==> src/rtl/alu_share_pkg.sv <==
// Shared constants for the shared-ALU controller: op codes, FSM states, default widths.
// Latency: n/a (declarations only).
// Backpressure: n/a.
package alu_share_pkg;

  localparam int DATA_W_DEF = 32;
  localparam int OP_W_DEF   = 4;

  localparam logic [3:0] OP_AND = 4'b0000;
  localparam logic [3:0] OP_OR  = 4'b0011;
  localparam logic [3:0] OP_ADD = 4'b0010;
  localparam logic [3:0] OP_SUB = 4'b0110;
  localparam logic [3:0] OP_SLT = 4'b0111;

  typedef enum logic [1:0] {
    ST_IDLE = 2'd0,
    ST_EXEC = 2'd1,
    ST_RESP = 2'd2
  } state_t;

endpackage

==> src/rtl/alu_share_ctrl_if.sv <==
// Two-requester request/response bundle for the shared ALU controller.
// Latency: n/a (wires only).
// Backpressure: req_ready from the slave, rsp_ready from the master.
interface alu_share_ctrl_if #(
  parameter int DATA_W = alu_share_pkg::DATA_W_DEF,
  parameter int OP_W   = alu_share_pkg::OP_W_DEF
);
  logic [1:0]        req_valid;
  logic [1:0]        req_ready;
  logic [DATA_W-1:0] req_a0;
  logic [DATA_W-1:0] req_a1;
  logic [DATA_W-1:0] req_b0;
  logic [DATA_W-1:0] req_b1;
  logic [OP_W-1:0]   req_op0;
  logic [OP_W-1:0]   req_op1;
  logic [1:0]        rsp_valid;
  logic [1:0]        rsp_ready;
  logic [DATA_W-1:0] rsp_data;
  logic              rsp_zero;
  logic              rsp_err;
  logic              busy;

  modport master (
    output req_valid, req_a0, req_a1, req_b0, req_b1, req_op0, req_op1, rsp_ready,
    input  req_ready, rsp_valid, rsp_data, rsp_zero, rsp_err, busy
  );

  modport slave (
    input  req_valid, req_a0, req_a1, req_b0, req_b1, req_op0, req_op1, rsp_ready,
    output req_ready, rsp_valid, rsp_data, rsp_zero, rsp_err, busy
  );
endinterface

==> src/rtl/alu_share_ctrl_core.sv <==
// alu_core: purely combinational ALU (AND/OR/ADD/SUB/unsigned SLT), illegal op -> 0 with err.
// Latency: 0 cycles.
// Backpressure: none.
module alu_core #(
  parameter int DATA_W = alu_share_pkg::DATA_W_DEF,
  parameter int OP_W   = alu_share_pkg::OP_W_DEF
) (
  input  logic [DATA_W-1:0] a_i,
  input  logic [DATA_W-1:0] b_i,
  input  logic [OP_W-1:0]   op_i,
  output logic [DATA_W-1:0] result_o,
  output logic              zero_o,
  output logic              err_o
);
  import alu_share_pkg::*;

  // Decode the op code; add/sub wrap naturally at DATA_W bits.
  always_comb begin
    result_o = '0;
    err_o    = 1'b0;
    case (op_i)
      OP_W'(OP_AND): result_o = a_i & b_i;
      OP_W'(OP_OR):  result_o = a_i | b_i;
      OP_W'(OP_ADD): result_o = a_i + b_i;
      OP_W'(OP_SUB): result_o = a_i - b_i;
      OP_W'(OP_SLT): result_o = {{(DATA_W-1){1'b0}}, (a_i < b_i)};
      default: begin
        result_o = '0;
        err_o    = 1'b1;
      end
    endcase
  end

  assign zero_o = (result_o == '0);
endmodule

==> src/rtl/alu_share_ctrl.sv <==
// Shares one ALU between two requesters: arbitrate, capture, execute, hold response (ALU_SHARE_FIXED_PRIO_EN = fixed priority to requester 0).
// Latency: accept at edge N, rsp_valid high after edge N+1; one transaction outstanding.
// Backpressure: response held stable until the granted rsp_ready; req_ready low whenever busy.
module alu_share_ctrl #(
  parameter int DATA_W = alu_share_pkg::DATA_W_DEF,
  parameter int OP_W   = alu_share_pkg::OP_W_DEF
) (
  input logic              clk,
  input logic              rst_n,
  alu_share_ctrl_if.slave  bus
);
  import alu_share_pkg::*;

  state_t            state_q, state_d;
  logic              win;
  logic              accept;
  logic [1:0]        req_ready;
  logic              gnt_q;
  logic [DATA_W-1:0] a_q, b_q;
  logic [OP_W-1:0]   op_q;
  logic [DATA_W-1:0] rsp_data_q;
  logic              rsp_zero_q, rsp_err_q;
  logic [DATA_W-1:0] alu_res;
  logic              alu_zero, alu_err;
`ifndef ALU_SHARE_FIXED_PRIO_EN
  logic              ptr_q;
`endif

  // Pick the winner: a lone requester wins; on a tie, fixed or round-robin priority.
  always_comb begin
    win = 1'b0;
    if (bus.req_valid == 2'b10) begin
      win = 1'b1;
    end else if (bus.req_valid == 2'b11) begin
`ifdef ALU_SHARE_FIXED_PRIO_EN
      win = 1'b0;
`else
      win = ~ptr_q;
`endif
    end
  end

  // Next-state and handshake decode; ready is masked during reset.
  always_comb begin
    state_d   = state_q;
    req_ready = 2'b00;
    accept    = 1'b0;
    case (state_q)
      ST_IDLE: begin
        if (rst_n && (bus.req_valid != 2'b00)) begin
          accept    = 1'b1;
          req_ready = win ? 2'b10 : 2'b01;
          state_d   = ST_EXEC;
        end
      end
      ST_EXEC: state_d = ST_RESP;
      ST_RESP: begin
        if (bus.rsp_ready[gnt_q]) state_d = ST_IDLE;
      end
      default: state_d = ST_IDLE;
    endcase
  end

  // State register.
  always_ff @(posedge clk or negedge rst_n) begin
    if (!rst_n) state_q <= ST_IDLE;
    else        state_q <= state_d;
  end

  // Capture the winning request and update the last-grant pointer on accept.
  always_ff @(posedge clk or negedge rst_n) begin
    if (!rst_n) begin
      gnt_q <= 1'b0;
      a_q   <= '0;
      b_q   <= '0;
      op_q  <= '0;
`ifndef ALU_SHARE_FIXED_PRIO_EN
      ptr_q <= 1'b1;
`endif
    end else if (accept) begin
      gnt_q <= win;
      a_q   <= win ? bus.req_a1  : bus.req_a0;
      b_q   <= win ? bus.req_b1  : bus.req_b0;
      op_q  <= win ? bus.req_op1 : bus.req_op0;
`ifndef ALU_SHARE_FIXED_PRIO_EN
      ptr_q <= win;
`endif
    end
  end

  // Register the ALU result in EXEC; it stays put through RESP.
  always_ff @(posedge clk or negedge rst_n) begin
    if (!rst_n) begin
      rsp_data_q <= '0;
      rsp_zero_q <= 1'b0;
      rsp_err_q  <= 1'b0;
    end else if (state_q == ST_EXEC) begin
      rsp_data_q <= alu_res;
      rsp_zero_q <= alu_zero;
      rsp_err_q  <= alu_err;
    end
  end

  alu_core #(.DATA_W(DATA_W), .OP_W(OP_W)) u_alu (
    .a_i      (a_q),
    .b_i      (b_q),
    .op_i     (op_q),
    .result_o (alu_res),
    .zero_o   (alu_zero),
    .err_o    (alu_err)
  );

  assign bus.req_ready = req_ready;
  assign bus.rsp_valid = (state_q == ST_RESP) ? (gnt_q ? 2'b10 : 2'b01) : 2'b00;
  assign bus.rsp_data  = rsp_data_q;
  assign bus.rsp_zero  = rsp_zero_q;
  assign bus.rsp_err   = rsp_err_q;
  assign bus.busy      = (state_q != ST_IDLE);
endmodule

==> src/flat_wrapper.sv <==
// flat-port wrapper written by rule: the top's interface ports become plain ports
module alu_share_ctrl_flat import alu_share_pkg::*;
#(
  parameter int DATA_W = alu_share_pkg::DATA_W_DEF,
  parameter int OP_W   = alu_share_pkg::OP_W_DEF
)
  (clk, rst_n, bus_req_valid, bus_req_a0, bus_req_a1, bus_req_b0, bus_req_b1, bus_req_op0, bus_req_op1, bus_rsp_ready, bus_req_ready, bus_rsp_valid, bus_rsp_data, bus_rsp_zero, bus_rsp_err, bus_busy);
  alu_share_ctrl_if #(.DATA_W(DATA_W), .OP_W(OP_W)) bus_i ();
  input logic clk;
  input logic rst_n;
  input wire logic [$bits(bus_i.req_valid)-1:0] bus_req_valid;
  input wire logic [$bits(bus_i.req_a0)-1:0] bus_req_a0;
  input wire logic [$bits(bus_i.req_a1)-1:0] bus_req_a1;
  input wire logic [$bits(bus_i.req_b0)-1:0] bus_req_b0;
  input wire logic [$bits(bus_i.req_b1)-1:0] bus_req_b1;
  input wire logic [$bits(bus_i.req_op0)-1:0] bus_req_op0;
  input wire logic [$bits(bus_i.req_op1)-1:0] bus_req_op1;
  input wire logic [$bits(bus_i.rsp_ready)-1:0] bus_rsp_ready;
  output wire logic [$bits(bus_i.req_ready)-1:0] bus_req_ready;
  output wire logic [$bits(bus_i.rsp_valid)-1:0] bus_rsp_valid;
  output wire logic [$bits(bus_i.rsp_data)-1:0] bus_rsp_data;
  output wire logic [$bits(bus_i.rsp_zero)-1:0] bus_rsp_zero;
  output wire logic [$bits(bus_i.rsp_err)-1:0] bus_rsp_err;
  output wire logic [$bits(bus_i.busy)-1:0] bus_busy;
  assign bus_i.req_valid = bus_req_valid;
  assign bus_i.req_a0 = bus_req_a0;
  assign bus_i.req_a1 = bus_req_a1;
  assign bus_i.req_b0 = bus_req_b0;
  assign bus_i.req_b1 = bus_req_b1;
  assign bus_i.req_op0 = bus_req_op0;
  assign bus_i.req_op1 = bus_req_op1;
  assign bus_i.rsp_ready = bus_rsp_ready;
  assign bus_req_ready = bus_i.req_ready;
  assign bus_rsp_valid = bus_i.rsp_valid;
  assign bus_rsp_data = bus_i.rsp_data;
  assign bus_rsp_zero = bus_i.rsp_zero;
  assign bus_rsp_err = bus_i.rsp_err;
  assign bus_busy = bus_i.busy;
  alu_share_ctrl #(.DATA_W(DATA_W), .OP_W(OP_W)) u_core (.clk(clk), .rst_n(rst_n), .bus(bus_i));
endmodule
==> config.mk <==
export PLATFORM = sky130hd
export DESIGN_NAME = alu_share_ctrl_flat
export DESIGN_NICKNAME = d
export VERILOG_FILES = /design/src/rtl/alu_share_pkg.sv /design/src/rtl/alu_share_ctrl_if.sv /design/src/rtl/alu_share_ctrl_core.sv /design/src/rtl/alu_share_ctrl.sv /design/src/flat_wrapper.sv
export SDC_FILE = /design/constraint.sdc
export NUM_CORES = 1
export LEC_CHECK = 0
export ABC_AREA = 1
export BUFFER_PORTS_ARGS = -buffer_cell sky130_fd_sc_hd__buf_2
export CORE_MARGIN = 2
export CORE_UTILIZATION = 50
export CTS_BUF_LIST = sky130_fd_sc_hd__clkbuf_16
export CTS_CLUSTER_SIZE = 14
export DETAILED_ROUTE_END_ITERATION = 12
export HOLD_SLACK_MARGIN = 0.03
export PLACE_DENSITY = 0.77
export SETUP_SLACK_MARGIN = 0.15
export SYNTH_ARGS = -nofsm -noshare
export SYNTH_HDL_FRONTEND = slang
export SYNTH_HIERARCHICAL = 1
export SYNTH_SLANG_ARGS = --single-unit
==> constraint.sdc <==
create_clock -name clk -period 3.8 [get_ports clk]
set_input_delay 0 -clock clk [delete_from_list [all_inputs] [get_ports clk]]
set_output_delay 0 -clock clk [all_outputs]
set_load 0.1 [all_outputs]
==> impl_metrics.tcl <==
set metrics [dict create \
    status "finished clean" \
    grt_use_total 0.3644 \
    seq_area_frac_synth 0.2205 \
    cts_hold_buf 135 \
    grt_max_degree 72 \
    cpPeakStageDelay_ns 0.52 \
    start_kind "flip-flop" \
    crit_buf_inv 1 \
    die_w_um 159.2 \
    ys.flop_type "dfrtp_1" \
    wl_per_cell_um 17.65 \
    num_vias 14120 \
    clk_path_buf_depth 2 \
    rr_endpoint "u_core/bus.rsp_zero" \
    synth_edf_count 0 \
    min_period_ns 3.181 \
    reg2reg_slack_ns 0.62 \
    post-cts-setup-buffer-count 0 \
    max_freq_mhz 314.3 \
    period_share 0.8372 \
    drtIter0Drc 1431 \
    worst_slew_pin_slew_ns 1.029 \
    fillers 2189 \
    slew_headroom 0.3122 \
    avgSynthCellArea_sq_um 5.837 \
    r2r-start "u_core/a_q[15]" \
    drtAntennaViolNets 0 \
    stdcell_count 2643 \
    crit_type "reg -> reg" \
    grt_pass1_wl_um 72750 \
    place_congestion 0.9830 \
    drc_errors 0 \
    async_flop_share 1.000 \
    antenna_found_initial 0 \
    clkTransAtPathRegs_ns 0.09 \
    syn_nets 2308 \
    place_ws_ns 0.7239 \
    die_h_um 159.2 \
    numCtsBuffers 9 \
    synth_cells 2062 \
    hold_violations 0 \
    finalSetupViolCount 0 \
    path_cells "inv_1, ha_1, nand2_1, nor2_2, and2_1, nand4_1, nand3_1, nand2_1, nand3_1, nand2_1, nor2_1, nand3_1, nor2_1, nand2_1, nor2_1, nand3_1, nand2_1" \
    slowest_stage "ha_1" \
    layout_commonest_cell "nand2_1" \
    layout_common_cells "844 x nand2_1, 315 x inv_1, 223 x nand3_1" \
    end_kind "flip-flop" \
    drt_pass1_iterations 6 \
    ioPinCount 181 \
    hp-class "in -> reg" \
    hold_end "u_core/op_q[1]" \
    cts_max_level 3 \
    clockRootBuffer "clkbuf_16" \
    layout.nets 2565 \
    rsz0062_at_grt "no" \
    yosys.cell_types.count 37 \
    clock-sinks 106 \
    syn_area_sq_um 12040 \
    start_util 0.5113 \
    portBuffers 180 \
    crit_path_frequent_cell "nand2_1" \
    slew_viol_final 0 \
    crit_family "simple AND/OR/NAND/NOR gates" \
    die_area_sq_um 25330 \
    ys_ff_latch 106 \
    power.density_nw_per_um2 941.8 \
    skew_ns 0.02267 \
    rows 56 \
    fin_ws_ns 0.6185 \
    min_path_cells 5 \
    vdd_drop_max_mv 0.5563 \
    setup_tns_ns 0 \
    min-delay-start "bus_req_op1[1]" \
    yosysWarnings 6 \
    diodes 0 \
    dp_cells 2492 \
    core_sq_um 23540 \
    vias_per_cell 5.343 \
    seq_area_sq_um 2654 \
    yosysTopAreaCell "nand2_1" \
    grt_pass1_vias 13420 \
    ctsResizeCount 0 \
    multi_input_area_sq_um 7617 \
    grt_overflow 0 \
    post-dp-hpwl_um 33930 \
    synth.area.top_cells "nand2_1 26%, dfrtp_1 22%, ha_1 11%, inv_1 9.8%, nand3_1 9.3%" \
    cts_tree "built" \
    syn_to_final_growth_pct 21.15 \
    drv_cap 0 \
    crit_required_ns 4.11 \
    reg2regPathDepth 17 \
    p_leak_nw 8.715 \
    layout-drive-gt1-share 0.1274 \
    insertion_delay_ns 0.37 \
    critPathMaxFanout 8 \
    drt-total-wl_um 46660 \
    cp.arrival_ns 3.49 \
    synth_top_area_share 0.2632 \
]
-- layer usage --
| layer | GRT usage | wire [um] | up-vias |
|---|---|---|---|
| li1 | - | - | 6830 |
| met1 | 0.5073 | 20450 | 6455 |
| met2 | 0.5907 | 20640 | 742 |
| met3 | 0.03907 | 4032 | 94 |
| met4 | 0.1236 | 1543 | 0 |
| met5 | 0 | 0 | - |
-- worst reg2reg max path, delay by kind of cell (launching register included) --
| kind | cells | cell delay [ns] |
|---|---|---|
| AND/OR/NAND/NOR | 15 | 2.08 |
| adder cells (fa/ha/maj) | 1 | 0.52 |
| flip-flops | 1 | 0.44 |
| buffers and inverters | 1 | 0.08 |
-- where the power goes --
part	internal, mW	switching [mW]
logic	2.95	7.59
registers	1.60	0.534
clock network	0.531	0.524
total	5.09	8.64
-- flip-flops by register name, summed over array words and instances, names as in the netlist --
register             cells
u_core/a_q              32
u_core/b_q              32
u_core/bus.rsp_data     32
u_core/op_q              4
u_core/state_q           2
u_core/bus.rsp_err       1
u_core/bus.rsp_zero      1
u_core/gnt_q             1
u_core/ptr_q             1
-- layout make-up --
cell class / count / area share
multi-input cells: 1543 / 0.5224
inverters: 331 / 0.08520
clock buffers: 9 / 0.01544
well taps: 319 / 0.02737
repair buffers: 328 / 0.1613
flip-flops and latches: 106 / 0.1820
clock inverters: 7 / 0.006349
-- through the flow --
step	hold slack (ns)	cell area (sq um)	utilization	total power, mW
3_5_place_dp	-0.1785	12910	0.5485	12.12
4_1_cts	0.03238	14580	0.6194	13.43
2_1_floorplan	-0.2956	12040	-	9.698
3_3_place_gp	-0.1779	12910	0.5485	12.02
6_report	0.03230	14580	0.6194	13.73
5_1_grt	0.07088	14580	0.6194	14.88
-- cell families (layout without fill, tap and decap cells) --
logic type      Yosys count  in the layout  synth area share
buf+inv                 413            675            0.1467
fa+ha+maj               104            104            0.1094
compound gates          111            111           0.05177
xor+xnor                  2              2          0.001456
flops                   106            106            0.2205
simple gates           1326           1326            0.4703
-- Yosys cell counts, types with 2 or more instances --
cell type	count
clkbuf_1	16
nand3b_1	5
dfrtp_1	105
nand3_1	223
o22ai_1	23
inv_2	14
nor2_4	2
and3_1	3
buf_4	33
buf_2	25
nand3_2	16
fa_1	2
nor3_2	6
nor2_2	26
o21bai_1	10
ha_1	102
buf_6	8
nand2_2	18
a21oi_1	48
a31oi_1	3
xnor2_1	2
and2_1	5
clkinv_1	2
nand4_1	25
o21ai_0	24
nand2_1	844
nor2_1	140
inv_1	315
nor3_1	9
-- worst max path at each step --
stage | cells after the start | to | slack, ns | from
after floorplan | 18 | u_core/bus.rsp_zero | 1.43 | u_core/b_q[0]
after global placement | 17 | u_core/bus.rsp_zero | 0.67 | u_core/a_q[18]
after detailed placement | 17 | u_core/bus.rsp_zero | 0.72 | u_core/a_q[18]
after CTS | 17 | u_core/bus.rsp_zero | 0.71 | u_core/a_q[15]
after global routing | 18 | u_core/bus.rsp_zero | 0.44 | u_core/a_q[15]
final | 17 | u_core/bus.rsp_zero | 0.62 | u_core/a_q[15]
No activity file was read; power rests on OpenSTA's default activity.
